--- config.mk ---
export PLATFORM = sky130hd
export DESIGN_NAME = char_action_controller
export DESIGN_NICKNAME = d
export VERILOG_FILES = /design/src/rtl/char_action_controller.sv
export SDC_FILE = /design/constraint.sdc
export NUM_CORES = 1
export LEC_CHECK = 0
export CORE_MARGIN = 2
export CORE_UTILIZATION = 59
export CTS_CLUSTER_SIZE = 24
export DETAILED_ROUTE_END_ITERATION = 8
export HOLD_SLACK_MARGIN = 0.02
export PLACE_DENSITY = 0.95
export SLEW_MARGIN = 30
export SYNTH_ARGS = -nofsm -noshare
export SYNTH_HDL_FRONTEND = slang
export SYNTH_SLANG_ARGS = --single-unit
--- constraint.sdc ---
create_clock -name clk -period 4.4 [get_ports clk]
set_clock_uncertainty 0.1 [all_clocks]
set_input_delay 1.1 -clock clk [delete_from_list [all_inputs] [get_ports clk]]
set_output_delay 1.1 -clock clk [all_outputs]
set_load 0.02 [all_outputs]
--- src/rtl/char_action_controller.sv ---
// Per-player move/attack sequencer for the sprite renderer.
// Buttons are synchronised, the attack button is edge-detected into a sticky
// request, and state/position advance only on frame_tick.
// Ports:
//   clk, rst_n             vga_clk and async active-low reset
//   frame_tick             one-cycle pulse per VGA frame
//   btn_left/right/attack  raw button levels (asynchronous to clk)
//   char_state             0 IDLE,1 LEFT,2 RIGHT,3..5 neutral attack,6..8 directional
//   char_x_pos/char_y_pos  sprite top-left position
//   busy                   high in any attack state
//   hit_active             high in either active (hitbox) state
module char_action_controller #(
  parameter int unsigned X_INIT     = 64,
  parameter int unsigned Y_INIT     = 200,
  parameter int unsigned X_MIN      = 10,
  parameter int unsigned X_MAX      = 502,
  parameter int unsigned FWD_STEP   = 3,
  parameter int unsigned BACK_STEP  = 2,
  parameter int unsigned N_START    = 5,
  parameter int unsigned N_ACTIVE   = 2,
  parameter int unsigned N_RECOVERY = 16,
  parameter int unsigned D_START    = 4,
  parameter int unsigned D_ACTIVE   = 3,
  parameter int unsigned D_RECOVERY = 15
) (
  input  logic       clk,
  input  logic       rst_n,
  input  logic       frame_tick,
  input  logic       btn_left,
  input  logic       btn_right,
  input  logic       btn_attack,
  output logic [3:0] char_state,
  output logic [9:0] char_x_pos,
  output logic [9:0] char_y_pos,
  output logic       busy,
  output logic       hit_active
);

  localparam int unsigned XW = 10;
  localparam int unsigned SW = 11;
  localparam int unsigned CW = 5;

  typedef enum logic [3:0] {
    ST_IDLE         = 4'd0,
    ST_LEFT         = 4'd1,
    ST_RIGHT        = 4'd2,
    ST_ATK_START    = 4'd3,
    ST_ATK_ACTIVE   = 4'd4,
    ST_ATK_RECOVERY = 4'd5,
    ST_DIR_START    = 4'd6,
    ST_DIR_ACTIVE   = 4'd7,
    ST_DIR_RECOVERY = 4'd8
  } state_e;

  state_e        state_q, state_d;
  logic [CW-1:0] cnt_q, cnt_d;
  logic [XW-1:0] x_q, x_d;
  logic [XW-1:0] y_q;
  logic          req_q, req_d;
  logic          busy_q, busy_d;
  logic          hit_q, hit_d;
  logic [2:0]    sync1_q, sync2_q;
  logic          atk_prev_q;

  logic          left_s, right_s, atk_rise;
  logic [SW-1:0] x_wide;
  logic [XW-1:0] x_left, x_right;

  assign left_s   = sync2_q[0];
  assign right_s  = sync2_q[1];
  assign atk_rise = sync2_q[2] & ~atk_prev_q;

  // Candidate positions, computed 11 bits wide so clamping never sees a wrap
  assign x_wide  = SW'(x_q);
  assign x_left  = (x_wide < SW'(X_MIN + BACK_STEP)) ? XW'(X_MIN)
                                                      : XW'(x_wide - SW'(BACK_STEP));
  assign x_right = ((x_wide + SW'(FWD_STEP)) > SW'(X_MAX)) ? XW'(X_MAX)
                                                            : XW'(x_wide + SW'(FWD_STEP));

  // Two-stage synchroniser plus attack edge history
  always_ff @(posedge clk or negedge rst_n) begin
    if (!rst_n) begin
      sync1_q    <= 3'b000;
      sync2_q    <= 3'b000;
      atk_prev_q <= 1'b0;
    end else begin
      sync1_q    <= {btn_attack, btn_right, btn_left};
      sync2_q    <= sync1_q;
      atk_prev_q <= sync2_q[2];
    end
  end

  // State, position and output registers
  always_ff @(posedge clk or negedge rst_n) begin
    if (!rst_n) begin
      state_q <= ST_IDLE;
      cnt_q   <= '0;
      x_q     <= XW'(X_INIT);
      y_q     <= XW'(Y_INIT);
      req_q   <= 1'b0;
      busy_q  <= 1'b0;
      hit_q   <= 1'b0;
    end else begin
      state_q <= state_d;
      cnt_q   <= cnt_d;
      x_q     <= x_d;
      y_q     <= y_q;
      req_q   <= req_d;
      busy_q  <= busy_d;
      hit_q   <= hit_d;
    end
  end

  // Next-state, request and registered-output logic
  always_comb begin
    state_d = state_q;
    cnt_d   = cnt_q;
    x_d     = x_q;
    req_d   = req_q;
    busy_d  = 1'b0;
    hit_d   = 1'b0;

    // Request is sticky; edges during an attack are dropped, a tick consumes it
    if (busy_q) begin
      req_d = 1'b0;
    end else if (frame_tick && req_q) begin
      req_d = 1'b0;
    end else if (atk_rise) begin
      req_d = 1'b1;
    end

    if (frame_tick) begin
      case (state_q)
        ST_IDLE, ST_LEFT, ST_RIGHT: begin
          if (req_q && (left_s || right_s)) begin
            state_d = ST_DIR_START;
            cnt_d   = CW'(D_START - 1);
          end else if (req_q) begin
            state_d = ST_ATK_START;
            cnt_d   = CW'(N_START - 1);
          end else if (left_s && !right_s) begin
            state_d = ST_LEFT;
            x_d     = x_left;
          end else if (right_s && !left_s) begin
            state_d = ST_RIGHT;
            x_d     = x_right;
          end else begin
            state_d = ST_IDLE;
          end
        end
        ST_ATK_START: begin
          if (cnt_q != '0) cnt_d = cnt_q - CW'(1);
          else begin
            state_d = ST_ATK_ACTIVE;
            cnt_d   = CW'(N_ACTIVE - 1);
          end
        end
        ST_ATK_ACTIVE: begin
          if (cnt_q != '0) cnt_d = cnt_q - CW'(1);
          else begin
            state_d = ST_ATK_RECOVERY;
            cnt_d   = CW'(N_RECOVERY - 1);
          end
        end
        ST_DIR_START: begin
          if (cnt_q != '0) cnt_d = cnt_q - CW'(1);
          else begin
            state_d = ST_DIR_ACTIVE;
            cnt_d   = CW'(D_ACTIVE - 1);
          end
        end
        ST_DIR_ACTIVE: begin
          if (cnt_q != '0) cnt_d = cnt_q - CW'(1);
          else begin
            state_d = ST_DIR_RECOVERY;
            cnt_d   = CW'(D_RECOVERY - 1);
          end
        end
        ST_ATK_RECOVERY, ST_DIR_RECOVERY: begin
          // Leaving recovery always lands in IDLE; movement waits for the next tick
          if (cnt_q != '0) cnt_d = cnt_q - CW'(1);
          else begin
            state_d = ST_IDLE;
            cnt_d   = '0;
          end
        end
        default: begin
          state_d = ST_IDLE;
          cnt_d   = '0;
        end
      endcase
    end

    case (state_d)
      ST_ATK_START, ST_ATK_RECOVERY, ST_DIR_START, ST_DIR_RECOVERY: busy_d = 1'b1;
      ST_ATK_ACTIVE, ST_DIR_ACTIVE: begin
        busy_d = 1'b1;
        hit_d  = 1'b1;
      end
      default: begin
        busy_d = 1'b0;
        hit_d  = 1'b0;
      end
    endcase
  end

  assign char_state = state_q;
  assign char_x_pos = x_q;
  assign char_y_pos = y_q;
  assign busy       = busy_q;
  assign hit_active = hit_q;

endmodule

Word level (Yosys, flattened, before mapping)
Cells that the tools add are included.

Bits in registers: 29. Output and inout port bits: 26. Logic and storage cells: 78. Input port bits: 6.

Add/subtract/negate cells: 3. Bitwise logic cells: 4. Eq/ne operators: 15. Reductions and logical operators: 17. Muxes and demuxes: 28. Magnitude comparators: 2.

Operator list (number): $mux W10 (4); $mux W5 (7); $eq A4 B3 Y1 const B (8); $pmux W5 S6 (1); $mux W4 (6); $pmux W4 S6 (1); $eq A4 B2 Y1 const B (3); $add A10 B2 Y11 const B (1); $gt A11 B9 Y1 const B (1); $lt A10 B4 Y1 const B (1); $sub A10 B2 Y10 const B (1); $eq A4 B4 Y1 const B (2); $mux W2 (3); $reduce_or A6 Y1 (1); $mux W1 (5); $reduce_and A5 Y1 (1); $reduce_bool A5 Y1 (1); $sub A5 B1 Y5 const B (1); $eq A4 B1 Y1 const B (1); $logic_and A1 B1 Y1 (4); $logic_not A4 Y1 (1); $reduce_or A2 Y1 (2); $mux W3 (1); $ne A3 B3 Y1 const B (1); other kinds (8) (11).

Depth between registers and ports, before layout
Depth after elaboration: 11. Mapped depth: 9. Mapped depth without buffers: 8.

Worst setup path before layout
Ideal clock, no wire load.

Path kind: flip-flop to flip-flop. Start: reg x_q[1] (netlist: char_x_pos[1]). End: reg x_q[0] (netlist: char_x_pos[0]). Data required time: 4.180 ns. Path slack: 2.075 ns. Clock period less this slack: 2.325 ns. Stages on the path, launching flop included: 9. Arrival time: 2.105 ns. Path buffers: 0. Library setup time: 0.120 ns. Cells stage by stage: dfrtp_1 -> inv_1 -> ha_1 -> a21oi_1 -> nand3_1 -> o32a_1 -> a21oi_1 -> nor2_1 -> a41o_1.

Word-level cells in the longest chain between the ends: 5. Elaborated cells on any way between the ends: 7. Those cells by class: 1 x add/sub; 2 x order compare; 4 x mux.

RTL lines: from (decl) (RTL line 57) `logic [XW-1:0] x_q, x_d;`; from (signal assigned) (RTL line 98) `x_q <= XW'(X_INIT);`; $add A10 B2 Y11; $gt A11 B9 Y1 (RTL line 77) `assign x_right = ((x_wide + SW'(FWD_STEP)) > SW'(X_MAX)) ? XW'(X_MAX)`; $mux W10 (RTL line 77); $mux W10 (RTL line 144) `end else if (right_s && !left_s) begin`; $mux W10 (*) (RTL line 141) `end else if (left_s && !right_s) begin`.

Mark *: on every way between the ends. The rest lies on a longest branch, timed or not. The select of a mux whose other input is x is not followed. A chain may end at the register's enable or synchronous reset.

Worst setup path in the final report
Start: reg x_q[5] (netlist: char_x_pos[5]). End: out char_x_pos[5].

RTL lines: to (decl) (RTL line 33) `output logic [9:0] char_x_pos,`.

No word-level cell between the ends.

==> summary by stage <==
Cells and area
Relative to the synthesized area, the layout overhead comes to 11.90%. The library cells used most frequently in the layout, excluding fill and tap cells, are sky130_fd_sc_hd__dfrtp_1 (28), sky130_fd_sc_hd__o21ai_0 (27), sky130_fd_sc_hd__nor2_1 (21), sky130_fd_sc_hd__clkdlybuf4s50_1 (21), sky130_fd_sc_hd__inv_1 (18). Once layout is complete, the utilization of the core stands at 0.6880. The number of antenna cells inserted is 0. Leaving out fill and tap cells, the most frequent cell in the layout is sky130_fd_sc_hd__dfrtp_1. In the final layout, the share of cells above drive strength 1 is 0.08541. The final cell area excluding filler cells is 2519 um^2.

At the end of the flow, the number of nets in the layout was 296.

Critical path
The sort of element at the start of the critical path is a register. In this run the worst path has a maximum fanout of 20. The required time of the worst setup path is 3.20 ns. The worst setup path is of the register to output port kind. The instance count on the critical path is 1. STA classifies the critical path endpoint as an output port.

In this run the register-to-register setup slack is 1.76 ns. The signal arrival time at the worst endpoint is 1.74 ns. The buffering stage count on the worst path with inverters included is 1. The critical path's slowest cell is sky130_fd_sc_hd__dfrtp_1. The worst register-to-register path ends at char_x_pos[2]$_DFFE_PN0P_. The top cell family by delay on the critical path is flip-flops.

For this run, the slowest stage of the critical path takes 0.73 ns. The worst reg2reg path startpoint is char_x_pos[1]$_DFFE_PN0P_. In this run the worst setup path begins at char_x_pos[5]$_DFFE_PN0P_. For the worst flop-to-flop path, the logic depth is 8. The signal on the critical path passes through clkdlybuf4s50_1.

Timing
Setup violations remaining at the end of the flow were counted as 0. The final period utilization is 0.6683. The slew of the pin with the lowest slew margin is 0.6935 ns. For the finished layout, the period the worst path requires is 2.941 ns. Setup repair after global routing left no endpoint under its margin. The final hold violation count is 0. Measured against its own limit, the worst slew margin works out to 0.5376. The setup total negative slack is 0 ns. The highest clock frequency the design can meet is 340.1 MHz. The total count of max-transition violations in the final report came to 0.

CTS
Clock tree synthesis inserted a total of 5 buffers. The library cell used as clock root buffer is sky130_fd_sc_hd__clkbuf_8. The post-cts hold buffer count is 0. After clock tree synthesis, the clock-pin slew on the worst setup and hold paths is 0.06 ns. In this run, post-CTS repair resized a total of 0 instances. Clock latency on the worst-skew pair, taken at its later pin, is 0.29 ns. The post-CTS setup buffer count is 0.

The maximum clock insertion buffer count is 2. TritonCTS built the clock tree. The clock drives 29 sinks. The H-tree was split into 2 levels.

Synthesis
The count of synthesis-stage warnings from yosys is 0. The number of unique standard cell types used by synthesis is 67. The cell area that synthesis handed to floorplanning was 2251 um^2. The part of the Yosys area used for sequential elements is 0.3230. In this run the mean area of a mapped cell was 8.306 um^2. The prevailing post-synth register cell is sky130_fd_sc_hd__dfrtp_1. Yosys mapped a number of flops with a built-in enable equal to 0. Of all flip-flops after synthesis, the portion carrying an async set or reset was 1.000. The synthesized instance count is 271. The count of state elements after synthesis is 29.

Detailed routing
The count of routing violations after the opening detailed-route iteration is 140. The total via count in the routed design is 2064. The overall routed net length is 4739 um.

The number of nets still failing antenna checks after routing is 0. For this run, the detailed router's first-pass iteration total came to 5. Dividing the detail-routed wire length by the instance count gives 14.40 um. The DRC violation count after routing is 0. Using the TritonRoute via totals, the vias-per-cell ratio works out to 6.274.

Placement
Input and output buffers added on the ports amount to 21. The final weighted congestion of routability-driven global placement is 0.9188. The post-place instance area is 2399 um^2. The half-perimeter wire length after placement is 3449 um.

Floorplan
The initial utilization of the core area, before any placement, comes to 0.6148. The region available for standard cell placement spans 3661 um^2. The number of rows created at floorplan is 22. During I/O placement, the number of pins put on the boundary was 32. The die width is 65.77 um. The floorplan step set the die height to 65.77 um.

The overall die area is 4325 um^2.

Run status
The run finished with clean final reports.

Min path
In this run the most critical hold path is launched from sync1_q[0]$_DFF_PN0_. The tightest min-delay check is of the register to register type. The worst hold path terminates at sync2_q[0]$_DFF_PN0_. The number of instances on the worst hold path is 0.

Global route
The number of antenna violations at the first check in global routing is 0. The number of global-route vias before repair is 1877. Across every metal layer, demand over resource in global routing totals 0.2466. The leftover overflow at the end of global routing is 0.

The global-route wire length before repair is 8169 um. Entering global routing, the biggest net connects 30 pins.

Power and ir drop
In this run the static leakage power is 1.043 nW. Dividing total power by cell area gives a power density of 641.8 nW/um^2. The worst-case vdd ir drop is 0.0004385 V.

Job
The number of max-capacitance violations reported is 0.
-- per-layer routing --
layer	vias to the layer above	GRT usage	wire length (um)
met2	88	0.3889	2274
li1	997	-	-
met1	969	0.3146	2063
met4	0	0.1276	89
met3	10	0.05651	311
met5	-	0	0
-- flip-flops by register name (all words and copies together), names as in the netlist --
name and flops:
atk_prev_q 1, busy 1, char_state 4, char_x_pos 10, cnt_q 5, hit_active 1, req_q 1, sync1_q 3
sync2_q 3
-- layout make-up --
class,instances,area (um^2)
Timing Repair Buffer,22,217.7
Tap cell,48,60.06
Multi-Input combinational cell,204,1326
Fill cell,283,1142
Clock buffer,6,82.58
Inverter,18,67.56
Clock inverter,2,37.54
Sequential cell,29,726.9
-- power breakdown --
| part | internal [mW] | switching (mW) |
|---|---|---|
| Clock | 0.184 | 0.101 |
| Sequential | 0.340 | 0.134 |
| Combinational | 0.379 | 0.480 |
-- cells in the mapped netlist, drive strengths merged, types with 4 or more instances --
cell type   n  share of area
nor2       21          0.035
dfrtp      28           0.31
a21oi      18          0.042
nand4b      5          0.019
nor3        9          0.020
inv        18          0.030
o21ai      31          0.074
buf        18          0.054
o211ai      4          0.013
clkbuf     10          0.017
nand2      17          0.028
nand3       7          0.016
ha         10          0.056
a21o        4          0.014
-- worst max path at each step --
stage | endpoint
after floorplan | char_x_pos[0]$_DFFE_PN0P_
after global placement | busy$_DFF_PN0_
after detailed placement | busy$_DFF_PN0_
after CTS | char_x_pos[5]
after global routing | char_x_pos[5]
final | char_x_pos[5]
-- through the flow --
stage	setup slack [ns]	instances	total power, mW	hold WS [ns]
2_1_floorplan	2.075	279	1.120	0.2312
3_3_place_gp	1.512	321	1.290	0.2322
3_5_place_dp	1.421	321	1.324	0.2363
4_1_cts	1.479	329	1.613	0.2503
5_1_grt	1.404	329	1.758	0.2587
6_report	1.459	329	1.617	0.2490
-- cell families (layout without fill, tap and decap cells) --
| kind of cell | Yosys count | count (layout) | share of synthesized area |
|---|---|---|---|
| compound gates | 94 | 94 | 0.2918 |
| xor+xnor | 3 | 3 | 0.01168 |
| fa+ha+maj | 10 | 10 | 0.05559 |
| buf+inv | 46 | 48 | 0.1012 |
| flops | 29 | 29 | 0.3230 |
| mux | 2 | 2 | 0.009450 |
| other cells | 2 | 10 | 0.003336 |
| simple gates | 85 | 85 | 0.2040 |
No activity file was read; power rests on OpenSTA's default activity.
